File: config.mk
export PLATFORM = sky130hd
export DESIGN_NAME = pe_ws_multi
export DESIGN_NICKNAME = d
export VERILOG_FILES = /design/src/rtl/pe_pkg.sv /design/src/rtl/pe_mac_unit.sv /design/src/rtl/pe_ws_multi.sv
export SDC_FILE = /design/constraint.sdc
export NUM_CORES = 1
export LEC_CHECK = 0
export ABC_CLOCK_PERIOD_IN_PS = 12600
export BUFFER_PORTS_ARGS = -buffer_cell sky130_fd_sc_hd__buf_2
export CAP_MARGIN = 20
export CORE_ASPECT_RATIO = 1.1
export CORE_MARGIN = 1.5
export CORE_UTILIZATION = 63
export DETAILED_ROUTE_END_ITERATION = 8
export PLACE_DENSITY_LB_ADDON = 0.08
export SYNTH_ARGS = -nofsm -noshare
export SYNTH_HDL_FRONTEND = slang
export SYNTH_SLANG_ARGS = --single-unit
File: constraint.sdc
create_clock -name clk -period 12.6 [get_ports clk]
set_clock_uncertainty 0.2 [all_clocks]
set_input_delay 1.26 -clock clk [delete_from_list [all_inputs] [get_ports clk]]
set_output_delay 1.26 -clock clk [all_outputs]
set_load 0.05 [all_outputs]
File: src/rtl/pe_pkg.sv
// Shared definitions for the weight-stationary processing element.
//   - Mode encodings seen on the pe_ws_multi mode port.
//   - Internal state type and a mode-to-state decoder.
//   - Operand extension helper, used by the MAC datapath.
//     It works on words up to 64 bits wide.
package pe_pkg;

  localparam logic [1:0] MODE_IDLE = 2'b00;
  localparam logic [1:0] MODE_WL   = 2'b01;
  localparam logic [1:0] MODE_PS   = 2'b10;

  typedef enum logic [1:0] {
    ST_IDLE = 2'b00,
    ST_WL   = 2'b01,
    ST_PS   = 2'b10
  } pe_state_e;

  // The reserved encoding 11 behaves as IDLE.
  function automatic pe_state_e mode_to_state(input logic [1:0] mode);
    case (mode)
      MODE_WL: return ST_WL;
      MODE_PS: return ST_PS;
      default: return ST_IDLE;
    endcase
  endfunction

  // Sign- or zero-extend the low src_w bits of val to 64 bits.
  function automatic logic [63:0] ext_operand(input logic [63:0] val,
                                              input int          src_w,
                                              input logic        is_signed);
    logic [63:0] keep_mask;
    logic        sign_bit;
    keep_mask = ~(~64'd0 << src_w);
    sign_bit  = |(val & (64'd1 << (src_w - 1)));
    if (is_signed && sign_bit) begin
      return val | ~keep_mask;
    end else begin
      return val & keep_mask;
    end
  endfunction

endpackage

File: src/rtl/pe_mac_unit.sv
// Combinational extend-multiply-add for one PE.
// Both operands are extended to ACC_W before the multiply.
// The extension is signed when SIGNED != 0 and unsigned otherwise.
// Result is ps_in + w * a.
// Without PE_SAT_EN the result wraps modulo 2^ACC_W.
// With PE_SAT_EN it clamps, and sat reports that a clamp happened.
// Ports:
//   w, a   : DATA_W operands (weight, activation)
//   ps_in  : ACC_W incoming partial sum
//   sum    : ACC_W result
//   sat    : clamp indicator (only when PE_SAT_EN is defined)
module pe_mac_unit
  import pe_pkg::*;
#(
  parameter int DATA_W = 8,
  parameter int ACC_W  = 32,
  parameter int SIGNED = 1
) (
  input  logic [DATA_W-1:0] w,
  input  logic [DATA_W-1:0] a,
  input  logic [ACC_W-1:0]  ps_in,
`ifdef PE_SAT_EN
  output logic              sat,
`endif
  output logic [ACC_W-1:0]  sum
);

  logic [ACC_W-1:0] w_acc_s;
  logic [ACC_W-1:0] a_acc_s;
  logic [ACC_W-1:0] prod_s;

  // ACC_W >= 2*DATA_W, so the product of extended operands never loses information
  assign w_acc_s = ACC_W'(ext_operand(64'(w), DATA_W, SIGNED != 0));
  assign a_acc_s = ACC_W'(ext_operand(64'(a), DATA_W, SIGNED != 0));
  assign prod_s  = w_acc_s * a_acc_s;

`ifdef PE_SAT_EN
  logic [ACC_W:0] sum_wide_s;
  assign sum_wide_s = {1'b0, ps_in} + {1'b0, prod_s};

  // Clamp on overflow: operand/result signs when signed, carry-out when unsigned
  always_comb begin
    sum = sum_wide_s[ACC_W-1:0];
    sat = 1'b0;
    if (SIGNED != 0) begin
      if ((ps_in[ACC_W-1] == prod_s[ACC_W-1]) &&
          (sum_wide_s[ACC_W-1] != ps_in[ACC_W-1])) begin
        sat = 1'b1;
        sum = ps_in[ACC_W-1] ? {1'b1, {(ACC_W-1){1'b0}}} : {1'b0, {(ACC_W-1){1'b1}}};
      end else begin
        sum = sum_wide_s[ACC_W-1:0];
      end
    end else begin
      if (sum_wide_s[ACC_W]) begin
        sat = 1'b1;
        sum = {ACC_W{1'b1}};
      end else begin
        sum = sum_wide_s[ACC_W-1:0];
      end
    end
  end
`else
  assign sum = ps_in + prod_s;
`endif

endmodule

File: src/rtl/pe_ws_multi.sv
// Weight-stationary PE that holds W_DEPTH weights.
//
// Weight loading (mode WLOAD):
//   - Weights arrive on a daisy-chained weight bus.
//   - The first W_DEPTH valid words fill the local bank.
//   - Later words are forwarded to the next PE.
//
// Compute (mode COMPUTE):
//   - Each valid activation computes ps_in + bank[w_sel_in] * a_in.
//   - It forwards the activation and the select, with one cycle of latency.
//
// Optional macro PE_SAT_EN:
//   - The accumulate saturates instead of wrapping.
//   - A sat_flag output port is added.
//
// Ports:
//   clk, reset                 : clock, synchronous active-high reset
//   mode                       : 00 IDLE, 01 WLOAD, 10 COMPUTE, 11 as IDLE
//   w_valid_in, w_in           : incoming weight bus
//   w_valid_out, w_out         : forwarded weight bus
//   load_done                  : all slots filled since entering WLOAD
//   a_valid_in, a_in, w_sel_in : activation, slot select
//   ps_in                      : partial sum in
//   a_valid_out, a_out,
//   w_sel_out, ps_out          : registered results
//   sat_flag                   : clamp indicator (PE_SAT_EN only)
module pe_ws_multi
  import pe_pkg::*;
#(
  parameter  int DATA_W  = 8,
  parameter  int ACC_W   = 32,
  parameter  int W_DEPTH = 4,
  parameter  int SIGNED  = 1,
  localparam int SEL_W   = (W_DEPTH > 1) ? $clog2(W_DEPTH) : 1
) (
  input  logic              clk,
  input  logic              reset,
  input  logic [1:0]        mode,
  input  logic              w_valid_in,
  input  logic [DATA_W-1:0] w_in,
  output logic              w_valid_out,
  output logic [DATA_W-1:0] w_out,
  output logic              load_done,
  input  logic              a_valid_in,
  input  logic [DATA_W-1:0] a_in,
  input  logic [SEL_W-1:0]  w_sel_in,
  input  logic [ACC_W-1:0]  ps_in,
  output logic              a_valid_out,
  output logic [DATA_W-1:0] a_out,
  output logic [SEL_W-1:0]  w_sel_out,
`ifdef PE_SAT_EN
  output logic              sat_flag,
`endif
  output logic [ACC_W-1:0]  ps_out
);

  localparam int               CNT_W   = $clog2(W_DEPTH + 1);
  localparam logic [CNT_W-1:0] DEPTH_C = CNT_W'(W_DEPTH);
  localparam logic [CNT_W-1:0] CNT_ONE = CNT_W'(32'd1);

  pe_state_e         st_r;
  pe_state_e         st_next_s;
  logic [CNT_W-1:0]  cnt_r;
  logic [CNT_W-1:0]  cnt_base_s;
  logic [CNT_W-1:0]  cnt_next_s;
  logic              wr_en_s;
  logic              fwd_en_s;
  logic              a_fire_s;
  logic [DATA_W-1:0] bank_r [W_DEPTH];
  logic [DATA_W-1:0] w_pick_s;
  logic [ACC_W-1:0]  mac_sum_s;
`ifdef PE_SAT_EN
  logic              mac_sat_s;
`endif

  // Mode decode and the fill-then-forward decision for this cycle's weight word
  always_comb begin
    st_next_s  = mode_to_state(mode);
    cnt_base_s = cnt_r;
    cnt_next_s = cnt_r;
    wr_en_s    = 1'b0;
    fwd_en_s   = 1'b0;
    if (st_next_s == ST_WL) begin
      // On WLOAD entry the counter restarts, so a same-cycle word lands in slot 0
      if (st_r != ST_WL) begin
        cnt_base_s = {CNT_W{1'b0}};
      end else begin
        cnt_base_s = cnt_r;
      end
      if (w_valid_in) begin
        if (cnt_base_s < DEPTH_C) begin
          wr_en_s    = 1'b1;
          cnt_next_s = cnt_base_s + CNT_ONE;
        end else begin
          fwd_en_s   = 1'b1;
          cnt_next_s = cnt_base_s;
        end
      end else begin
        cnt_next_s = cnt_base_s;
      end
    end else begin
      cnt_next_s = cnt_r;
    end
    a_fire_s = (st_next_s == ST_PS) && a_valid_in;
  end

  // Slot read; selects beyond W_DEPTH match no slot and yield weight 0
  always_comb begin
    w_pick_s = {DATA_W{1'b0}};
    for (int i = 0; i < W_DEPTH; i++) begin
      w_pick_s = (w_sel_in == SEL_W'(i)) ? bank_r[i] : w_pick_s;
    end
  end

  pe_mac_unit #(
    .DATA_W (DATA_W),
    .ACC_W  (ACC_W),
    .SIGNED (SIGNED)
  ) u_mac (
    .w     (w_pick_s),
    .a     (a_in),
    .ps_in (ps_in),
`ifdef PE_SAT_EN
    .sat   (mac_sat_s),
`endif
    .sum   (mac_sum_s)
  );

  // Weight bank storage, written only while filling in WLOAD
  always_ff @(posedge clk) begin
    if (reset) begin
      for (int i = 0; i < W_DEPTH; i++) begin
        bank_r[i] <= {DATA_W{1'b0}};
      end
    end else begin
      for (int i = 0; i < W_DEPTH; i++) begin
        if (wr_en_s && (cnt_base_s == CNT_W'(i))) begin
          bank_r[i] <= w_in;
        end
      end
    end
  end

  // State, fill counter and all registered outputs
  always_ff @(posedge clk) begin
    if (reset) begin
      st_r        <= ST_IDLE;
      cnt_r       <= {CNT_W{1'b0}};
      load_done   <= 1'b0;
      w_valid_out <= 1'b0;
      w_out       <= {DATA_W{1'b0}};
      a_valid_out <= 1'b0;
      a_out       <= {DATA_W{1'b0}};
      w_sel_out   <= {SEL_W{1'b0}};
      ps_out      <= {ACC_W{1'b0}};
`ifdef PE_SAT_EN
      sat_flag    <= 1'b0;
`endif
    end else begin
      st_r        <= st_next_s;
      cnt_r       <= cnt_next_s;
      load_done   <= (cnt_next_s == DEPTH_C);
      w_valid_out <= fwd_en_s;
      if (fwd_en_s) begin
        w_out <= w_in;
      end
      a_valid_out <= a_fire_s;
      if (a_fire_s) begin
        a_out     <= a_in;
        w_sel_out <= w_sel_in;
        ps_out    <= mac_sum_s;
`ifdef PE_SAT_EN
        sat_flag  <= mac_sat_s;
`endif
      end
    end
  end

endmodule
==> impl_metrics.ini <==
[layout]
fin_nets = 1861
final_cell_mix = 349 x inv_1, 245 x fa_1, 129 x ha_1
area_delta_synth_final_pct = 7.932
fillers = 1620
num_antenna_cells = 0
final_common_cell = inv_1
drive_above_1_share_pct = 10.38
final_area_um2 = 14250
final_cells = 1692

[global_route]
grt_max_degree = 75
grt_overflow_total = 0
antenna_found_initial = 0
grt_pass1_vias = 9591
track_usage_pct = 30.22
grt_pass1_wl_um = 50400

[timing]
slew_viol_final = 0
setup_viol_count_final = 0
finalSetupTns_ns = 0
post-route-period-util_pct = 77.37
hold_viol = 0
worst_slew_pin_slew_ns = 0.7671
clock.fmax_mhz = 102.6
finalCriticalPeriod_ns = 9.749
worst_slew_margin_rel_pct = 48.75
rsz0062_at_grt = no

[clocking]
clk_path_buf_depth = 2
clkSlewWorstSetupHoldPaths_ns = 0.07
cts_resized = 0
h-tree-depth = 3
cts_sinks = 90
postCtsSetupRepairBufs = 0
cts-root-buf = clkbuf_16
clock_latency_ns = 0.34
cts_tree = yes
hold_buffers = 0
numCtsBuffers = 9

[floorplanning]
pin_count = 109
die-width_um = 141.0
die_h_um = 154.8
start_util_pct = 64.17
die_area_um2 = 21830
row_count = 55
core_area_um2 = 20580

[placed_design]
placed_cell_area_um2 = 13960
gp_congestion = 0.9433
dp_hpwl_um = 25260
dp_cells = 1676
io_buffers = 108

[route]
ant_nets = 0
avgViaCountPerCell = 5.384
drt-pass1-iter-count = 5
wl_met3_um = 1563
wl_met1_um = 13350
remaining_drc_errors = 0
route.vias.total = 9109
wl_met2_um = 14560
routed.top_layer = met4
wire_per_inst_um = 17.78
wl_um = 30090
drt_iter0_drc = 483

[critical_path]
crit_path_end_kind = flop
start_kind = primary input
cp.required_ns = 12.67
arrival_ns = 9.82
critPathKind = primary input to flop
critPathMaxFanout = 12

[synth]
syn_inst = 1341
synth_flop_cell = dfxtp_1
synthTopCellsByArea = fa_1 37%, ha_1 12%, inv_1 9.9%
synth-seq-area-share_pct = 16.07
syn_area_um2 = 13200
ys_seq_elements = 90
syn_nets = 1771
postSynth.asyncResetShare_pct = 0
synthDistinctLibCells = 60
yosysWarnings = 0
synth_largest_area_cell = fa_1
synth_top_area_share_pct = 37.15
synth_edf_count = 32
synth.avg_cell_area_um2 = 9.845

[min_path]
hold_path_class = flop to flop

[flow_run]
cap_violations = 0

[status]
status = finished, final reports clean
==> cell type report <==
class	count	area (um^2)	share of cell area, %
clock buffers	9	225.2	1.580
flip-flops and latches	90	2122	14.89
clock inverters	7	60.06	0.4215
multi-input cells	866	9625	67.55
inverters	350	1314	9.219
repair buffers	114	583.1	4.092
well taps	256	320.3	2.248
==> metal layers <==
metal / vias to the layer above / global-route usage [%]
met5: - / 0
met1: 4572 / 43.31
met2: 224 / 50.04
li1: 4280 / -
met4: 0 / 7.093
met3: 33 / 3.251
==> final timing paths <==
path | start | to | slack [ns] | cells after the start
worst max register to register | bank_r[3][7] | ps_out[31] | 3.65 | 27
worst min register to register | ps_out[3] | ps_out[3] | 0.25 | 2
worst min-delay path | ps_out[3] | ps_out[3] | 0.25 | 2
worst max-delay path | w_sel_in[1] | ps_out[31] | 2.85 | 28
==> synth_stat cells (all sizes together) (19+ instances only) <==
master,instances
nand2,107
inv,350
dfxtp,58
clkbuf,30
nor2,30
a21oi,66
edfxtp,32
xnor2,30
ha,129
and2,82
fa,245
a21o,19
==> cells by family after synthesis <==
family	share of synthesized area, %
compound gates	6.975
mux	2.123
simple gates	10.92
buf+inv	11.03
xor+xnor	3.431
fa+ha+maj	49.45
flops	16.07
==> registers in the layout, summed over array words and instances (netlist names) <==
register,cells
a_valid_out,1
w_out,8
bank_r,32
a_out,8
ps_out,32
cnt_r,3
w_valid_out,1
load_done,1
st_r,2
w_sel_out,2
==> per-stage QoR <==
step                hold WS [ns]  utilization, %  worst slack (ns)
floorplan                 0.3842               -             3.187
global placement          0.2381           67.84             2.625
detailed placement        0.2446           67.87             2.470
CTS                       0.2545           69.26             2.800
global route              0.2670           69.26             2.329
finish                    0.2525           69.26             2.851
==> critical path: stages <==
cell       delay [ns]
buf_2            0.23
mux4_2           0.64
and2_1           0.23
inv_1            0.08
fa_1             0.63
inv_1            0.56
fa_1             0.61
fa_1             0.50
inv_1            0.06
fa_1             0.53
inv_1            0.05
fa_1             0.50
inv_1            0.05
fa_1             0.57
inv_1            0.06
fa_1             0.47
inv_1            0.05
fa_1             0.47
inv_1            0.04
ha_1             0.35
o21a_1           0.17
o311ai_1         0.12
a21oi_1          0.20
inv_1            0.09
a2111oi_2        0.50
o21ai_0          0.25
a2111o_1         0.46
o211ai_2         0.07
Power is not shown: default switching activity piles up to over one toggle a cycle in this logic, so the estimate is an artifact.
